==> config.mk <==
export PLATFORM = sky130hd
export DESIGN_NAME = branch_predictor_table
export DESIGN_NICKNAME = d
export VERILOG_FILES = /design/src/rtl/branch_predictor_table.sv
export SDC_FILE = /design/constraint.sdc
export NUM_CORES = 1
export LEC_CHECK = 0
export BUFFER_PORTS_ARGS = -buffer_cell sky130_fd_sc_hd__clkbuf_2
export CORE_MARGIN = 5
export CORE_UTILIZATION = 50
export CTS_CLUSTER_DIAMETER = 100
export DETAILED_ROUTE_END_ITERATION = 8
export GPL_TIMING_DRIVEN = 0
export PLACE_DENSITY = 0.72
export SLEW_MARGIN = 10
export SYNTH_ARGS = -nofsm -noshare
export SYNTH_HDL_FRONTEND = slang
export SYNTH_SLANG_ARGS = --single-unit
==> constraint.sdc <==
create_clock -name i_clk -period 3.7 [get_ports i_clk]
set_input_delay 0.37 -clock i_clk [delete_from_list [all_inputs] [get_ports i_clk]]
set_output_delay 0.37 -clock i_clk [all_outputs]
set_load 0.05 [all_outputs]
==> src/rtl/branch_predictor_table.sv <==
// branch_predictor_table: table of saturating counters indexed by PC, optionally
// XORed with a global history register (bimodal when HISTORY_BITS=0, gshare
// otherwise). Lookup is combinational from registered state; training arrives
// from the memory stage with the index captured at decode. Also keeps
// saturating branch / mispredict performance counters.
module branch_predictor_table #(
  parameter int INDEX_BITS   = 6,
  parameter int HISTORY_BITS = 0,
  parameter int COUNTER_BITS = 2,
  parameter int ADDR_WIDTH   = 32
) (
  input  logic                  i_clk,
  input  logic                  i_rst_n,
  input  logic                  i_lookup_valid,
  input  logic [ADDR_WIDTH-1:0] i_lookup_pc,
  input  logic [ADDR_WIDTH-1:0] i_lookup_offset,
  output logic                  o_prediction,
  output logic [ADDR_WIDTH-1:0] o_branch_addr,
  output logic [INDEX_BITS-1:0] o_lookup_index,
  input  logic                  i_update_valid,
  input  logic [INDEX_BITS-1:0] i_update_index,
  input  logic                  i_update_taken,
  input  logic                  i_update_mispredict,
  output logic [31:0]           o_perf_branches,
  output logic [31:0]           o_perf_mispredicts
);

  localparam int ENTRIES = 1 << INDEX_BITS;
  localparam logic [COUNTER_BITS-1:0] CNT_MAX  = '1;
  // Weakly not-taken: all ones shifted right once gives 2^(COUNTER_BITS-1)-1.
  localparam logic [COUNTER_BITS-1:0] CNT_INIT = CNT_MAX >> 1;
  localparam logic [31:0] PERF_MAX = 32'hFFFF_FFFF;

  logic [COUNTER_BITS-1:0] r_counters [ENTRIES];
  logic [31:0]             r_perf_branches;
  logic [31:0]             r_perf_mispredicts;

  logic [INDEX_BITS-1:0]   w_hist_xor;
  logic [INDEX_BITS-1:0]   w_pc_index;
  logic [COUNTER_BITS-1:0] w_lookup_cnt;
  logic [COUNTER_BITS-1:0] w_upd_cnt;
  logic [COUNTER_BITS-1:0] w_upd_next;

  // Global history exists only in gshare mode; bimodal contributes no XOR term.
  generate
    if (HISTORY_BITS > 0) begin : g_history
      logic [HISTORY_BITS-1:0] r_ghr;

      // Shift in resolved outcomes only; history is never speculative.
      always_ff @(posedge i_clk or negedge i_rst_n) begin
        if (!i_rst_n) begin
          r_ghr <= '0;
        end else if (i_update_valid) begin
          if (HISTORY_BITS == 1) begin
            r_ghr <= i_update_taken;
          end else begin
            r_ghr <= {r_ghr[HISTORY_BITS-2:0], i_update_taken};
          end
        end
      end

      assign w_hist_xor = INDEX_BITS'(r_ghr);
    end else begin : g_no_history
      assign w_hist_xor = '0;
    end
  endgenerate

  // Lookup path: index, counter read and target are all combinational.
  assign w_pc_index     = i_lookup_pc[INDEX_BITS+1:2];
  assign o_lookup_index = w_pc_index ^ w_hist_xor;
  assign w_lookup_cnt   = r_counters[o_lookup_index];
  assign o_prediction   = i_lookup_valid & w_lookup_cnt[COUNTER_BITS-1];
  assign o_branch_addr  = i_lookup_pc + i_lookup_offset;

  assign w_upd_cnt = r_counters[i_update_index];

  // Saturating increment/decrement of the counter being trained.
  always_comb begin
    w_upd_next = w_upd_cnt;
    if (i_update_taken) begin
      if (w_upd_cnt != CNT_MAX) begin
        w_upd_next = w_upd_cnt + COUNTER_BITS'(1);
      end
    end else begin
      if (w_upd_cnt != '0) begin
        w_upd_next = w_upd_cnt - COUNTER_BITS'(1);
      end
    end
  end

  // Counter table: flops rather than RAM so the whole table clears on reset.
  always_ff @(posedge i_clk or negedge i_rst_n) begin
    if (!i_rst_n) begin
      for (int i = 0; i < ENTRIES; i++) begin
        r_counters[i] <= CNT_INIT;
      end
    end else if (i_update_valid) begin
      r_counters[i_update_index] <= w_upd_next;
    end
  end

  // Performance counters, saturating at all ones; mispredict needs update_valid.
  always_ff @(posedge i_clk or negedge i_rst_n) begin
    if (!i_rst_n) begin
      r_perf_branches    <= '0;
      r_perf_mispredicts <= '0;
    end else if (i_update_valid) begin
      if (r_perf_branches != PERF_MAX) begin
        r_perf_branches <= r_perf_branches + 32'd1;
      end
      if (i_update_mispredict && (r_perf_mispredicts != PERF_MAX)) begin
        r_perf_mispredicts <= r_perf_mispredicts + 32'd1;
      end
    end
  end

  assign o_perf_branches    = r_perf_branches;
  assign o_perf_mispredicts = r_perf_mispredicts;

endmodule

==> results of run 1 <==
-- power breakdown --
group          internal (W)  total [W]  switching (W)  leakage [nW]
Combinational      0.000586    0.00183        0.00124          3.17
Sequential          0.00242    0.00264       0.000219          2.39
Clock               0.00101    0.00187       0.000852         0.276
-- cell usage in the layout (no fill, tap or decap), types with 29 or more instances in the layout --
cell        n
clkbuf_2  172
a21oi_1    29
dfrtp_1   128
ha_1       33
o21ai_0    86
dfstp_2    64
nand2_1   263
mux4_2     29
nand3_1    36
xnor2_1    65
nor2_1     46
o21ai_2    48
-- path summary, 6_finish.rpt --
path	start	to	slack, ns
hold reg to reg	r_counters[24]	r_counters[24]	0.47
hold / removal	i_rst_n	o_perf_mispredicts[25]	-0.03
setup reg to reg	r_counters[24]	r_counters[43]	0.62
min in group i_clk	i_update_mispredict	o_perf_mispredicts[14]	0.40
max in group asynchronous	i_rst_n	r_counters[36]	2.77
setup / recovery	i_lookup_pc[4]	o_branch_addr[23]	0.17
-- layer usage --
layer,vias up,wire length (µm)
met5,-,0
met4,0,966
met3,80,2430
met2,445,14700
met1,4758,13200
li1,4657,-
-- synth_stat cells, types with 3 or more instances --
library cell / n
a211o_1: 3
a211oi_1: 4
a21o_1: 10
a21oi_1: 29
a221oi_1: 18
a22o_1: 6
a311oi_1: 4
a31oi_1: 10
a32oi_1: 4
a41oi_1: 3
and2_1: 8
and3_1: 21
and4_1: 10
buf_1: 6
buf_2: 10
buf_4: 7
buf_6: 7
clkbuf_1: 26
dfrtp_1: 128
dfstp_2: 64
ha_1: 33
inv_1: 15
mux2_2: 6
mux2i_1: 18
mux4_1: 3
mux4_2: 29
nand2_1: 263
nand2b_1: 12
nand3_1: 36
nand4_1: 27
nor2_1: 46
nor2b_1: 6
nor3_1: 14
nor3b_1: 4
nor4_1: 7
o21ai_0: 87
o21ai_1: 15
o21ai_2: 48
o22a_1: 6
o22ai_1: 3
or2_2: 4
xnor2_1: 65
xor2_1: 24
-- timing repair --
action / 4_1_cts / 5_1_grt
gates resized for setup: 6 / 9
setup endpoints to repair: 2 / 5
hold buffers: 0 / 0
pin swaps: 0 / 0
-- cell families (layout without fill, tap and decap cells) --
logic type / count (synthesis) / after routing / share of synthesized area
muxes: 56 / 56 / 0.0857
AOI/OAI and AO/OA: 269 / 269 / 0.160
DFF: 192 / 192 / 0.427
adders and majority gates: 36 / 36 / 0.0403
and+or+nand+nor: 468 / 468 / 0.187
xor gates and xnor gates: 89 / 89 / 0.0682
buffers and inverters: 71 / 279 / 0.0313
-- state kept, by name, indices dropped and copies added, names as in the netlist --
name and count:
o_perf_branches 32, o_perf_mispredicts 32, r_counters 128
-- metrics by stage --
stage | total power, W | cells | setup slack [ns] | TNS (ns) | utilization
finish | 0.00633 | 1674 | 0.171 | 0 | 0.592
detailed placement | 0.00448 | 1642 | -0.488 | -0.521 | 0.564
global placement | 0.00444 | 1639 | -1.34 | -171.03 | 0.561
CTS | 0.00635 | 1674 | 0.0000455 | 0 | 0.591
global route | 0.00662 | 1674 | 0.00601 | 0 | 0.592
floorplan | 0.00397 | 1181 | 0.0971 | 0 | -
-- critical path, cell delays in order --
cell       delay [ns]
clkbuf_2         0.23
ha_1             0.44
a21o_1           0.17
a31oi_1          0.06
a211o_1          0.30
and4_1           0.24
o31ai_2          0.44
a2111oi_0        0.17
a311oi_1         0.38
buf_2            0.34
-- final cells by class --
class                      instances  area (µm²)
clock buffer                      20         437
buffer                            56         308
clock inverter                    12         154
timing repair buffer             176         923
sequential                       192        4880
multi-input combinational        918        6240
fill                            1945        9210
tap                              285         357
inverter                          15        56.3
==> summary.txt, run 1 <==
Timing
  • Final Hold Violating Endpoints: 9
  • Crit path time final: 3.53 ns
  • Setup violators final: 0
  • RSZ-0062 raised after global routing: false
  • Worst Tran Pin Value: 1.23 ns
  • Hold_ws: -0.0309 ns
  • Worst Skew: 0.0133 ns
  • Part of the cycle the worst path needs: 0.954
  • Slew headroom: 0.176
  • Max Slew Vio Count: 0
  • Fmax: 0.283 GHz

Floorplanning
  • I/O pin cnt: 179
  • Starting Density: 0.507
  • Core ar.: 0.0226 mm²
  • Die Span Y: 161 µm
  • Row count: 55
  • Die area: 0.0260 mm²
  • DIE WIDTH: 161 µm

Finish
  • Layout Nets: 1486
  • Synth-to-Final Area Change: 16.9%
  • Final instance area: 0.0134 mm²
  • Antenna diode count: 0
  • Share of layout cells above drive strength 1: 0.284

CTS
  • Clock buffer count from CTS: 17
  • Clock Latency Late Sink: 0.45 ns
  • TritonCTS Sinks: 192
  • CTS tree: built
  • Root buffer cell: clkbuf_16
  • Clock Pin Slew Worst Setup and Hold Paths: 0.07 ns
  • CTS Buffer Depth: 2
  • Post-CTS Setup Repair Bufs: 0
  • H-tree levels: 4

Yosys
  • Yosys synthesis warning count: 0
  • Synthesized net count: 1291
  • Yosys top cell area share: 0.280
  • Post-Synthesis Cells: 1181
  • Ys flop type: dfrtp_1
  • Mapped Area: 0.0114 mm²
  • Async SR Flop Fraction: 1.00
  • EDFF count, synth: 0
  • Post-synth top area cell: dfrtp_1
  • Seq/Total Area, Yosys: 0.427
  • Flops & latches, synth: 192
  • Mean area per synthesized cell: 9.68 µm²
  • Synth cell types: 65
  • Largest cells by area after synthesis: dfrtp_1 (28%), dfstp_2 (15%), nand2_1 (8.6%)

Routing
  • DR pass1 iterations: 5
  • Post-DRT Antenna Nets: 0
  • Routed length per instance: 18.7 µm
  • Via count: 9940
  • Vias/cell: 5.94
  • Post-route DRC: 0
  • DR iter-0 viols: 810
  • Total Routed Length: 31300 µm

Worst setup path
  • CP required: 3.33 ns
  • Worst Path Arrival: 3.16 ns
  • CP Launch Type: input port
  • CP endpoint kind: primary output
  • CP Class: in -> out
  • Critical path peak fanout: 6
  • R2R depth: 8

Pwr
  • Static Leak: 5.83 nW
  • Worst VDD drop: 537 µV
  • Pwr Density: 474 mW/mm²

GRT
  • Wire length of the first global-routing pass: 51100 µm
  • Initial antenna violation count: 0
  • Most Crowded Layer GR: met2
  • Total track usage: 0.243
  • Global-route met2 utilization: 0.385
  • Met3 Usage GRT: 0.0454
  • GR met1 Demand/Resource: 0.334
  • Vias in the first global route: 9779
  • Pin count of the biggest net entering global routing: 99
  • Total gr overflow: 0

Place
  • IO Port Bufs: 173
  • Routability Congestion: 0.932
  • Hpwl dp: 22500 µm
  • Placed cell areas: 0.0127 mm²

Hold path
  • Worst hold path type: in -> async

Run
  • Max Cap Viol: 0

Outcome
  • Failing checks: negative hold slack
  • Status: complete, but fails checks
(Power assumes the default switching activity.)
==> run 2: changes to the inputs <==
- ABC_AREA: unset -> 1
- PLACE_DENSITY: 0.72 -> 0.71
==> summary.txt, run 2 <==
Outcome
  • Status: complete, no violations

Worst setup path
  • Critical-path top delay cell: clkbuf_1
  • R2R depth: 11
  • CP Launch Type: input port
  • Crit path from: i_lookup_pc[2]
  • Worst reg2reg path endpoint: o_perf_mispredicts[17]
  • CP peak stage delay: 0.56 ns
  • Reg2Reg Setup Slack: 1.37 ns
  • Critical path, cell by cell: clkbuf_2 > inv_1 > clkbuf_1 > clkbuf_1 > nand2_1 > o211ai_1 > nand3_1 > nand2_1 > nand2_1 > nand3_1 > nand3_1 > a21boi_0 > clkbuf_2
  • CP required: 3.33 ns
  • CP Class: in -> out
  • Critical path peak fanout: 10
  • Worst Path Arrival: 2.97 ns
  • FF-to-FF Start: o_perf_mispredicts[0]
  • CP endpoint kind: primary output

Finish
  • Share of layout cells above drive strength 1: 0.153
  • Utilization after layout: 0.590
  • Max reg flops: 128
  • Most common cell after layout, fill and taps aside: nand2_1
  • Most frequent cells in the layout: nand2_1 (747), inv_1 (223), clkbuf_2 (176)
  • Synth-to-Final Area Change: 15.6%
  • Layout Nets: 2237
  • Antenna diode count: 0
  • Biggest register: r_counters
  • Finished Layout Cells: 2470

Routing
  • DR pass1 iterations: 6
  • Total Routed Length: 41200 µm
  • Post-route DRC: 0
  • Routed length per instance: 16.7 µm
  • Via count: 13400
  • Post-DRT Antenna Nets: 0
  • DR iter-0 viols: 1336
  • Vias/cell: 5.43

Timing
  • Fmax: 0.299 GHz
  • Setup violators final: 0
  • Fin Setup TNS: 0 ns
  • Worst Tran Pin Value: 0.746 ns
  • RSZ-0062 raised after global routing: false
  • Hold_ws: 0.374 ns
  • Worst Skew: 0.0222 ns
  • Slew headroom: 0.501
  • Final Hold Violating Endpoints: 0
  • Max Slew Vio Count: 0
  • Slack of the critical path: 0.357 ns
  • Part of the cycle the worst path needs: 0.903
  • Crit path time final: 3.34 ns

Yosys
  • Post-Synthesis Cells: 1928
  • Mean area per synthesized cell: 6.71 µm²
  • Flops & latches, synth: 192
  • Commonest cells post-synth: nand2_1 (747), inv_1 (223), nor2_1 (165)
  • Mapped Area: 0.0129 mm²
  • Yosys synthesis warning count: 0
  • Largest cells by area after synthesis: dfrtp_1 (25%), nand2_1 (22%), dfstp_2 (13%)
  • Yosys top cell area share: 0.248
  • EDFF count, synth: 0
  • Synthesized net count: 2038
  • Async SR Flop Fraction: 1.00
  • Most frequent cell after synthesis: nand2_1
  • Post-synth top area cell: dfrtp_1
  • Seq/Total Area, Yosys: 0.378
  • Ys flop type: dfrtp_1
  • Synth cell types: 33

Floorplanning
  • Die Span Y: 171 µm
  • DIE WIDTH: 171 µm
  • Die area: 0.0292 mm²
  • Starting Density: 0.511
  • Core ar.: 0.0253 mm²
  • Row count: 58
  • I/O pin cnt: 179

CTS
  • CTS Buffer Depth: 2
  • TritonCTS Sinks: 192
  • Cts repair resizes: 0
  • H-tree levels: 4
  • Clock buffer count from CTS: 17
  • Root buffer cell: clkbuf_16
  • Clock Pin Slew Worst Setup and Hold Paths: 0.08 ns
  • CTS tree: built
  • Clock Latency Late Sink: 0.45 ns

GRT
  • Initial antenna violation count: 0
  • Wire length of the first global-routing pass: 64400 µm
  • Total track usage: 0.276
  • Total gr overflow: 0
  • Pin count of the biggest net entering global routing: 80
  • Vias in the first global route: 12500

Place
  • Dpl cells: 2437
  • IO Port Bufs: 177
  • Setup WS pre-CTS: 0.565 ns
  • Routability Congestion: 0.985
  • Hpwl dp: 30300 µm

Hold path
  • Worst hold path type: in -> async

Pwr
  • Worst VDD drop: 610 µV
  • Static Leak: 7.66 nW
  • Pwr Density: 451 mW/mm²

Run
  • Max Cap Viol: 0
==> run 2: worst max path at each step <==
stage | endpoint | slack [ns] | cells past startpoint
6_report | o_prediction | 0.36 | 13
5_1_grt | o_prediction | 0.30 | 13
4_1_cts | o_prediction | 0.55 | 13
3_5_place_dp | o_prediction | 0.56 | 13
3_3_place_gp | r_counters[91] | -1.38 | 1
2_1_floorplan | o_branch_addr[28] | 0.74 | 11
==> run 2: final cells by class <==
type,count,area (µm²)
plain buffers,58,334
clock buffers,17,425
clock inverters,15,221
fillers,2447,10400
inverters,229,860
multi-input cells,1449,6850
flip-flops and latches,192,4880
well taps,330,413
repair buffers,180,960
==> run 2: layer usage <==
layer  global-route usage  vias up  wire length (µm)
met4                0.107        0              1480
met2                0.439      667             18300
li1                     -     6469                 -
met1                0.378     6149             17400
met3               0.0508      128              4060
met5                    0        -                 0
==> run 2: repair_timing <==
| item | CTS | global route |
|---|---|---|
| hold buffers | 1 | 0 |
| hold endpoints to repair | 37 | 0 |
| buffers inserted | 0 | 0 |
==> run 2: cell families after synthesis <==
logic type	count (synthesis)	share of synthesized area
AND/OR/NAND/NOR	1146	0.359
buffers and inverters	287	0.0923
flip-flops	192	0.378
AO/OA/AOI/OAI	177	0.0748
XOR/XNOR	92	0.0623
adder cells (fa/ha/maj)	34	0.0335
==> run 2: worst max-delay path, delay by kind of cell <==
kind / cells / cell delay (ns)
buf+inv: 5 / 1.66
simple gates: 6 / 0.60
compound gates: 2 / 0.34
==> run 2: where the power goes <==
group | internal [W] | total, W | switching [W]
logic | 0.000559 | 0.00208 | 0.00152
registers | 0.00244 | 0.00266 | 0.000217
clock network | 0.00101 | 0.00200 | 0.000995
==> run 2: stage by stage <==
| stage | total power (W) | area (µm²) |
|---|---|---|
| floorplan | 0.00413 | 12900 |
| global placement | 0.00472 | 14200 |
| detailed placement | 0.00475 | 14300 |
| CTS | 0.00675 | 14900 |
| global route | 0.00706 | 14900 |
| finish | 0.00674 | 14900 |
